$ cat config.mk
export PLATFORM = sky130hd
export DESIGN_NAME = div_dispatch
export DESIGN_NICKNAME = d
export VERILOG_FILES = /design/src/rtl/div_pkg.sv /design/src/rtl/div_req_fifo.sv /design/src/rtl/div_dispatch.sv
export SDC_FILE = /design/constraint.sdc
export NUM_CORES = 1
export LEC_CHECK = 0
export CORE_MARGIN = 2
export CORE_UTILIZATION = 43
export CTS_CLUSTER_DIAMETER = 100
export DETAILED_ROUTE_END_ITERATION = 8
export GPL_ROUTABILITY_DRIVEN = 0
export HOLD_SLACK_MARGIN = 0.08
export PLACE_DENSITY = 0.68
export SKIP_LAST_GASP = 1
export SLEW_MARGIN = 20
export SYNTH_ARGS = -nofsm -noshare
export SYNTH_HDL_FRONTEND = slang
export SYNTH_SLANG_ARGS = --single-unit
$ cat constraint.sdc
create_clock -name clk -period 3 [get_ports clk]
set_input_delay 0.3 -clock clk [delete_from_list [all_inputs] [get_ports clk]]
set_output_delay 0.3 -clock clk [all_outputs]
set_load 0.1 [all_outputs]
$ cat src/rtl/div_pkg.sv
// Shared types for the divide16 request dispatcher.
// Holds the dispatch state encoding, the MIN constant and the result flags.
package div_pkg;

  localparam int DIV_WIDTH = 16;
  localparam logic [DIV_WIDTH-1:0] MIN_VAL = {1'b1, {(DIV_WIDTH-1){1'b0}}};

  typedef enum logic [2:0] {
    ST_IDLE,
    ST_ISSUE,
    ST_ARM,
    ST_WAIT,
    ST_BYPASS
  } state_e;

  typedef struct packed {
    logic dbz;
    logic ovf;
    logic err;
  } flags_t;

endpackage

$ cat src/rtl/div_req_fifo.sv
// Request FIFO in front of the divider dispatcher.
// Pointers carry an extra wrap bit so full and empty need no counter.
module div_req_fifo #(
  parameter int W     = 36,
  parameter int DEPTH = 4
) (
  input  logic         clk,
  input  logic         rst,
  input  logic         push_i,
  input  logic [W-1:0] data_i,
  input  logic         pop_i,
  output logic [W-1:0] data_o,
  output logic         full_o,
  output logic         empty_o
);

  localparam int AW = $clog2(DEPTH);

  logic [W-1:0] mem_q [DEPTH];
  logic [AW:0]  wr_q;
  logic [AW:0]  rd_q;
  logic         do_push;
  logic         do_pop;

  assign full_o  = (wr_q[AW] != rd_q[AW]) &&
                   (wr_q[AW-1:0] == rd_q[AW-1:0]);
  assign empty_o = (wr_q == rd_q);
  assign do_pop  = pop_i && !empty_o;
  assign do_push = push_i && (!full_o || do_pop);
  assign data_o  = mem_q[rd_q[AW-1:0]];

  // Storage write; contents need no reset since empty masks them.
  always_ff @(posedge clk) begin
    if (do_push) mem_q[wr_q[AW-1:0]] <= data_i;
  end

  // Read and write pointer advance.
  always_ff @(posedge clk or posedge rst) begin
    if (rst) begin
      wr_q <= '0;
      rd_q <= '0;
    end else begin
      if (do_push) wr_q <= wr_q + 1'b1;
      if (do_pop)  rd_q <= rd_q + 1'b1;
    end
  end

endmodule

$ cat src/rtl/div_dispatch.sv
// Issues queued requests to divide16 one at a time.
// Zero divisor and MIN/-1 are answered locally without the divider.
module div_dispatch
  import div_pkg::*;
#(
  parameter int WIDTH   = 16,
  parameter int DEPTH   = 4,
  parameter int TAG_W   = 4,
  parameter int TIMEOUT = 64
) (
  input  logic             clk,
  input  logic             rst,
  input  logic             in_valid,
  output logic             in_ready,
  input  logic [WIDTH-1:0] in_dividend,
  input  logic [WIDTH-1:0] in_divisor,
  input  logic [TAG_W-1:0] in_tag,
  output logic             div_start,
  output logic [WIDTH-1:0] div_dividend,
  output logic [WIDTH-1:0] div_divisor,
  input  logic             div_done,
  input  logic [WIDTH-1:0] div_quotient,
  input  logic [WIDTH-1:0] div_remainder,
  output logic             out_valid,
  input  logic             out_ready,
  output logic [WIDTH-1:0] out_quotient,
  output logic [WIDTH-1:0] out_remainder,
  output logic [TAG_W-1:0] out_tag,
  output logic             out_dbz,
  output logic             out_ovf,
  output logic             out_err
);

  localparam int RW = 2 * WIDTH + TAG_W;
  localparam int CW = $clog2(TIMEOUT) + 1;
  localparam logic [WIDTH-1:0] MinV = {1'b1, {(WIDTH-1){1'b0}}};

  state_e           state_q, state_d;
  logic             fifo_full, fifo_empty;
  logic             push, pop, slot_free;
  logic [RW-1:0]    head;
  logic [WIDTH-1:0] h_a, h_b;
  logic [TAG_W-1:0] h_tag;
  logic             h_dbz, h_ovf;

  logic [TAG_W-1:0] tag_q;
  logic [WIDTH-1:0] div_a_q, div_b_q;
  logic [WIDTH-1:0] byp_q_q, byp_r_q;
  flags_t           byp_f_q;
  logic [CW-1:0]    wd_q;
  logic             wd_hit;

  logic             ld;
  logic [WIDTH-1:0] ld_q, ld_r;
  flags_t           ld_f;
  logic             out_valid_q, out_valid_d;
  logic [WIDTH-1:0] out_q_q, out_r_q;
  logic [TAG_W-1:0] out_tag_q;
  flags_t           out_f_q;

  assign push     = in_valid && in_ready;
  assign in_ready = !fifo_full;

  div_req_fifo #(
    .W     (RW),
    .DEPTH (DEPTH)
  ) u_fifo (
    .clk     (clk),
    .rst     (rst),
    .push_i  (push),
    .data_i  ({in_dividend, in_divisor, in_tag}),
    .pop_i   (pop),
    .data_o  (head),
    .full_o  (fifo_full),
    .empty_o (fifo_empty)
  );

  assign {h_a, h_b, h_tag} = head;
  assign h_dbz     = (h_b == '0);
  assign h_ovf     = (h_a == MinV) && (h_b == '1);
  assign slot_free = !out_valid_q || out_ready;
  assign pop       = (state_q == ST_IDLE) && !fifo_empty && slot_free;
  assign wd_hit    = (wd_q == CW'(TIMEOUT - 1));

  // Dispatch sequencing; ARM waits out a stale done from the last op.
  always_comb begin
    state_d = state_q;
    unique case (state_q)
      ST_IDLE: begin
        if (pop) state_d = (h_dbz || h_ovf) ? ST_BYPASS : ST_ISSUE;
      end
      ST_BYPASS: state_d = ST_IDLE;
      ST_ISSUE:  state_d = ST_ARM;
      ST_ARM: begin
        if (wd_hit)         state_d = ST_IDLE;
        else if (!div_done) state_d = ST_WAIT;
      end
      ST_WAIT: begin
        if (div_done || wd_hit) state_d = ST_IDLE;
      end
      default: state_d = ST_IDLE;
    endcase
  end

  // Pick what, if anything, lands in the output slot this cycle.
  always_comb begin
    ld   = 1'b0;
    ld_q = byp_q_q;
    ld_r = byp_r_q;
    ld_f = byp_f_q;
    if (state_q == ST_BYPASS) begin
      ld = 1'b1;
    end else if (state_q == ST_WAIT && div_done) begin
      ld   = 1'b1;
      ld_q = div_quotient;
      ld_r = div_remainder;
      ld_f = '0;
    end else if ((state_q == ST_ARM || state_q == ST_WAIT) && wd_hit) begin
      ld   = 1'b1;
      ld_q = '0;
      ld_r = '0;
      ld_f = '{dbz: 1'b0, ovf: 1'b0, err: 1'b1};
    end
  end

  assign out_valid_d = ld ? 1'b1 : (out_ready ? 1'b0 : out_valid_q);

  // State register.
  always_ff @(posedge clk or posedge rst) begin
    if (rst) state_q <= ST_IDLE;
    else     state_q <= state_d;
  end

  // Capture the popped request: bypass result or divider operands.
  always_ff @(posedge clk or posedge rst) begin
    if (rst) begin
      tag_q   <= '0;
      div_a_q <= '0;
      div_b_q <= '0;
      byp_q_q <= '0;
      byp_r_q <= '0;
      byp_f_q <= '0;
    end else if (pop) begin
      tag_q <= h_tag;
      if (h_dbz) begin
        byp_q_q <= '1;
        byp_r_q <= h_a;
        byp_f_q <= '{dbz: 1'b1, ovf: 1'b0, err: 1'b0};
      end else if (h_ovf) begin
        byp_q_q <= MinV;
        byp_r_q <= '0;
        byp_f_q <= '{dbz: 1'b0, ovf: 1'b1, err: 1'b0};
      end else begin
        div_a_q <= h_a;
        div_b_q <= h_b;
      end
    end
  end

  // Watchdog counts from the start pulse while the divider is busy.
  always_ff @(posedge clk or posedge rst) begin
    if (rst)                   wd_q <= '0;
    else if (state_q == ST_ISSUE) wd_q <= '0;
    else if (state_q == ST_ARM || state_q == ST_WAIT)
                               wd_q <= wd_q + CW'(1);
  end

  // Output slot; data only moves when a new result loads.
  always_ff @(posedge clk or posedge rst) begin
    if (rst) begin
      out_valid_q <= 1'b0;
      out_q_q     <= '0;
      out_r_q     <= '0;
      out_tag_q   <= '0;
      out_f_q     <= '0;
    end else begin
      out_valid_q <= out_valid_d;
      if (ld) begin
        out_q_q   <= ld_q;
        out_r_q   <= ld_r;
        out_tag_q <= tag_q;
        out_f_q   <= ld_f;
      end
    end
  end

  assign div_start     = (state_q == ST_ISSUE);
  assign div_dividend  = div_a_q;
  assign div_divisor   = div_b_q;
  assign out_valid     = out_valid_q;
  assign out_quotient  = out_q_q;
  assign out_remainder = out_r_q;
  assign out_tag       = out_tag_q;
  assign out_dbz       = out_f_q.dbz;
  assign out_ovf       = out_f_q.ovf;
  assign out_err       = out_f_q.err;

endmodule

==> results.cfg <==
[synthesis]
syn-cell-area_um2 = 9730
synthCells = 554
ys_seq_area_share_pct = 73.0
synth_edf_count = 144
synth_largest_area_cell = edfxtp_1
yosysMostFrequentCell = edfxtp_1
yosysWarnings = 0
synth_flop_cell = edfxtp_1
yosys.cell_types.count = 41
yosys-top-cells-count = edfxtp_1 (144), dfrtp_1 (111), mux4_2 (36), nand2_1 (33), mux2_1 (29)
ys_async_sr_fraction_pct = 43.5
synth_nets = 633
ys_ff_latch = 255
synth_top_area_share_pct = 44.4
avgSynthCellArea_um2 = 17.6
synthTopCellsByArea = edfxtp_1 (44%), dfrtp_1 (29%), mux4_2 (8.3%), mux2_1 (3.4%), a222oi_1 (1.7%)

[min_path]
hold_class = in2async

[clock_tree]
clockBufferDepth = 3
ctsHoldBuffers = 0
cts_tree = yes
clock_latency_ns = 0.52
cts_max_level = 1
ctsRootBufferMaster = clkbuf_16
cts.sinks = 255
cts.clk_slew.worst_paths_ns = 0.07
cts_buffers = 27

[floorplanning]
die_h_um = 154
dieArea_um2 = 23900
die_w_um = 154
io_pins = 147
core_area_um2 = 22400
start_util_pct = 43.4
core.rowCount = 55

[critical_path]
crit_path_start = u_fifo.rd_q[0]$_DFFE_PP0P_
critPathMaxFanout = 17
worstPathRequired_ns = 3.40
rr_worst_depth = 7
start_kind = register
crit_end = div_divisor[13]$_DFFE_PP0P_
crit_type = reg2reg
cp.arrival_ns = 3.26
rrSetupSlack_ns = 0.13
r2r-start = u_fifo.rd_q[0]$_DFFE_PP0P_
crit_path_end_kind = register
r2r-end = div_divisor[13]$_DFFE_PP0P_

[global_route]
grt_pass1_wl_mm = 33.8
grt_use_total_pct = 18.3
grt_max_degree = 38
grt_pass1_vias = 5928
antenna_found_initial = 0
grt_overflow = 0

[sta]
setup_slack_ns = 0.131
finalCriticalPeriod_ns = 2.87
worst_pin_slew_ns = 1.07
setup_viol = 0
finalMaxSlewViolations = 0
slew_headroom_pct = 28.5
period_share_pct = 95.6
fin_tns_setup_ns = 0
rsz0062_at_grt = no
skew_ns = 0.0123
max_freq_mhz = 349
finalHoldViolations = 0

[finish]
n_antenna_cell = 0
nets = 801
fin_cells = 1027
syn2layout_area_growth_pct = 28.9
drive_gt1_share_pct = 25.5

[detailed_routing]
avgViaCountPerCell = 5.48
first_pass_iters = 5
postRouteWirelength_mm = 21.9
ant_nets = 0
drc = 0
wl_per_cell_um = 21.3
vias = 5631
drt_iter0_drc = 449

[status]
status = complete, no violations

[place]
dp_hpwl_mm = 14.6
place_ws_ns = 0.00140
place_inst = 976
port_buffers = 146

[job]
maxCapViolations = 0
## timing repair
item	4_1_cts	5_1_grt
gates cloned	0	0
setup buffers	0	2
endpoints found under the hold margin	0	0
resized for setup	1	4
setup endpoints to repair	30	32
## logic make-up (layout without fill, tap and decap cells)
logic type                 Yosys count  after routing  synth area share (%)
adders and majority gates            6              6                 0.771
DFF                                255            255                  73.0
xor gates and xnor gates             8              8                 0.720
buffers and inverters               53            241                  2.64
and+or+nand+nor                     89             89                  4.47
muxes                               74             74                  12.7
AOI/OAI and AO/OA                   69             69                  5.70
## per-layer routing
metal  up-vias  wire (um)  track usage [%]
met4         0        245             3.84
met2       231      10700             31.1
met5         -          0                0
met3        25       1670             3.95
met1      2877       9250             24.6
li1       2498          -                -
## worst min-delay path by stage
stage | from | endpoint | slack, ns | cells after the start
2_1_floorplan | div_done | state_q[0]$_DFFE_PP0P_ | 0.40 | 1
3_3_place_gp | out_dbz$_DFFE_PP0P_ | out_dbz$_DFFE_PP0P_ | 0.46 | 1
3_5_place_dp | out_tag[2]$_DFFE_PP0P_ | out_tag[2]$_DFFE_PP0P_ | 0.46 | 2
4_1_cts | rst | state_q[0]$_DFFE_PP0P_ | 0.30 | 2
5_1_grt | rst | byp_q_q[15]$_DFFE_PP0P_ | 0.35 | 2
6_report | rst | byp_q_q[15]$_DFFE_PP0P_ | 0.28 | 2
## metrics by stage
| stage | util, % | hold WS, ns | area, um2 |
|---|---|---|---|
| floorplan | - | 0.397 | 9750 |
| global placement | 51.3 | 0.462 | 11500 |
| detailed placement | 51.3 | 0.462 | 11500 |
| CTS | 55.7 | 0.298 | 12500 |
| global route | 55.9 | 0.350 | 12500 |
| finish | 55.9 | 0.282 | 12500 |
## worst max-delay path, cell delays in order (launching register included)
cell and delay [ns]:
dfrtp_2 0.51, mux4_2 0.59, nand4b_1 0.20, or4_1 0.57
o21bai_2 0.15, nand2b_2 0.20, buf_12 0.18, mux2_1 0.34
## state kept, by name, summed over array words and instances, names as in the netlist
name	count
u_fifo.mem_q	144
byp_r_q	16
div_dividend	16
div_divisor	16
out_quotient	16
out_remainder	16
wd_q	7
out_tag	4
tag_q	4
state_q	3
u_fifo.rd_q	3
u_fifo.wr_q	3
byp_q_q	2
byp_f_q	1
out_dbz	1
out_err	1
out_ovf	1
out_valid	1
## cells in the final DEF (no fill, tap or decap), types with 5 or more instances in the layout
cell type        count
a21oi_1             11
a221o_1              7
a222oi_1            17
a22o_1              18
buf_12               8
buf_4               71
clkbuf_16           30
clkdlybuf4s50_1     87
clkinv_2             5
dfrtp_1            109
edfxtp_1           144
ha_1                 6
inv_1               24
mux2_1              29
mux2_2               9
mux4_2              36
nand2_1             33
nand4_1              5
nor2_1              17
o21ai_0              9
xor2_1               5
## cell type report
class / count / area, um2
inverter: 25 / 97.6
sequential: 255 / 7100
timing repair buffer: 167 / 1580
fill: 1736 / 9890
clock buffer: 34 / 796
multi-input combinational: 246 / 2430
clock inverter: 15 / 189
tap: 285 / 357
Power is not shown: default switching activity piles up to over one toggle a cycle in this logic, so the estimate is an artifact.
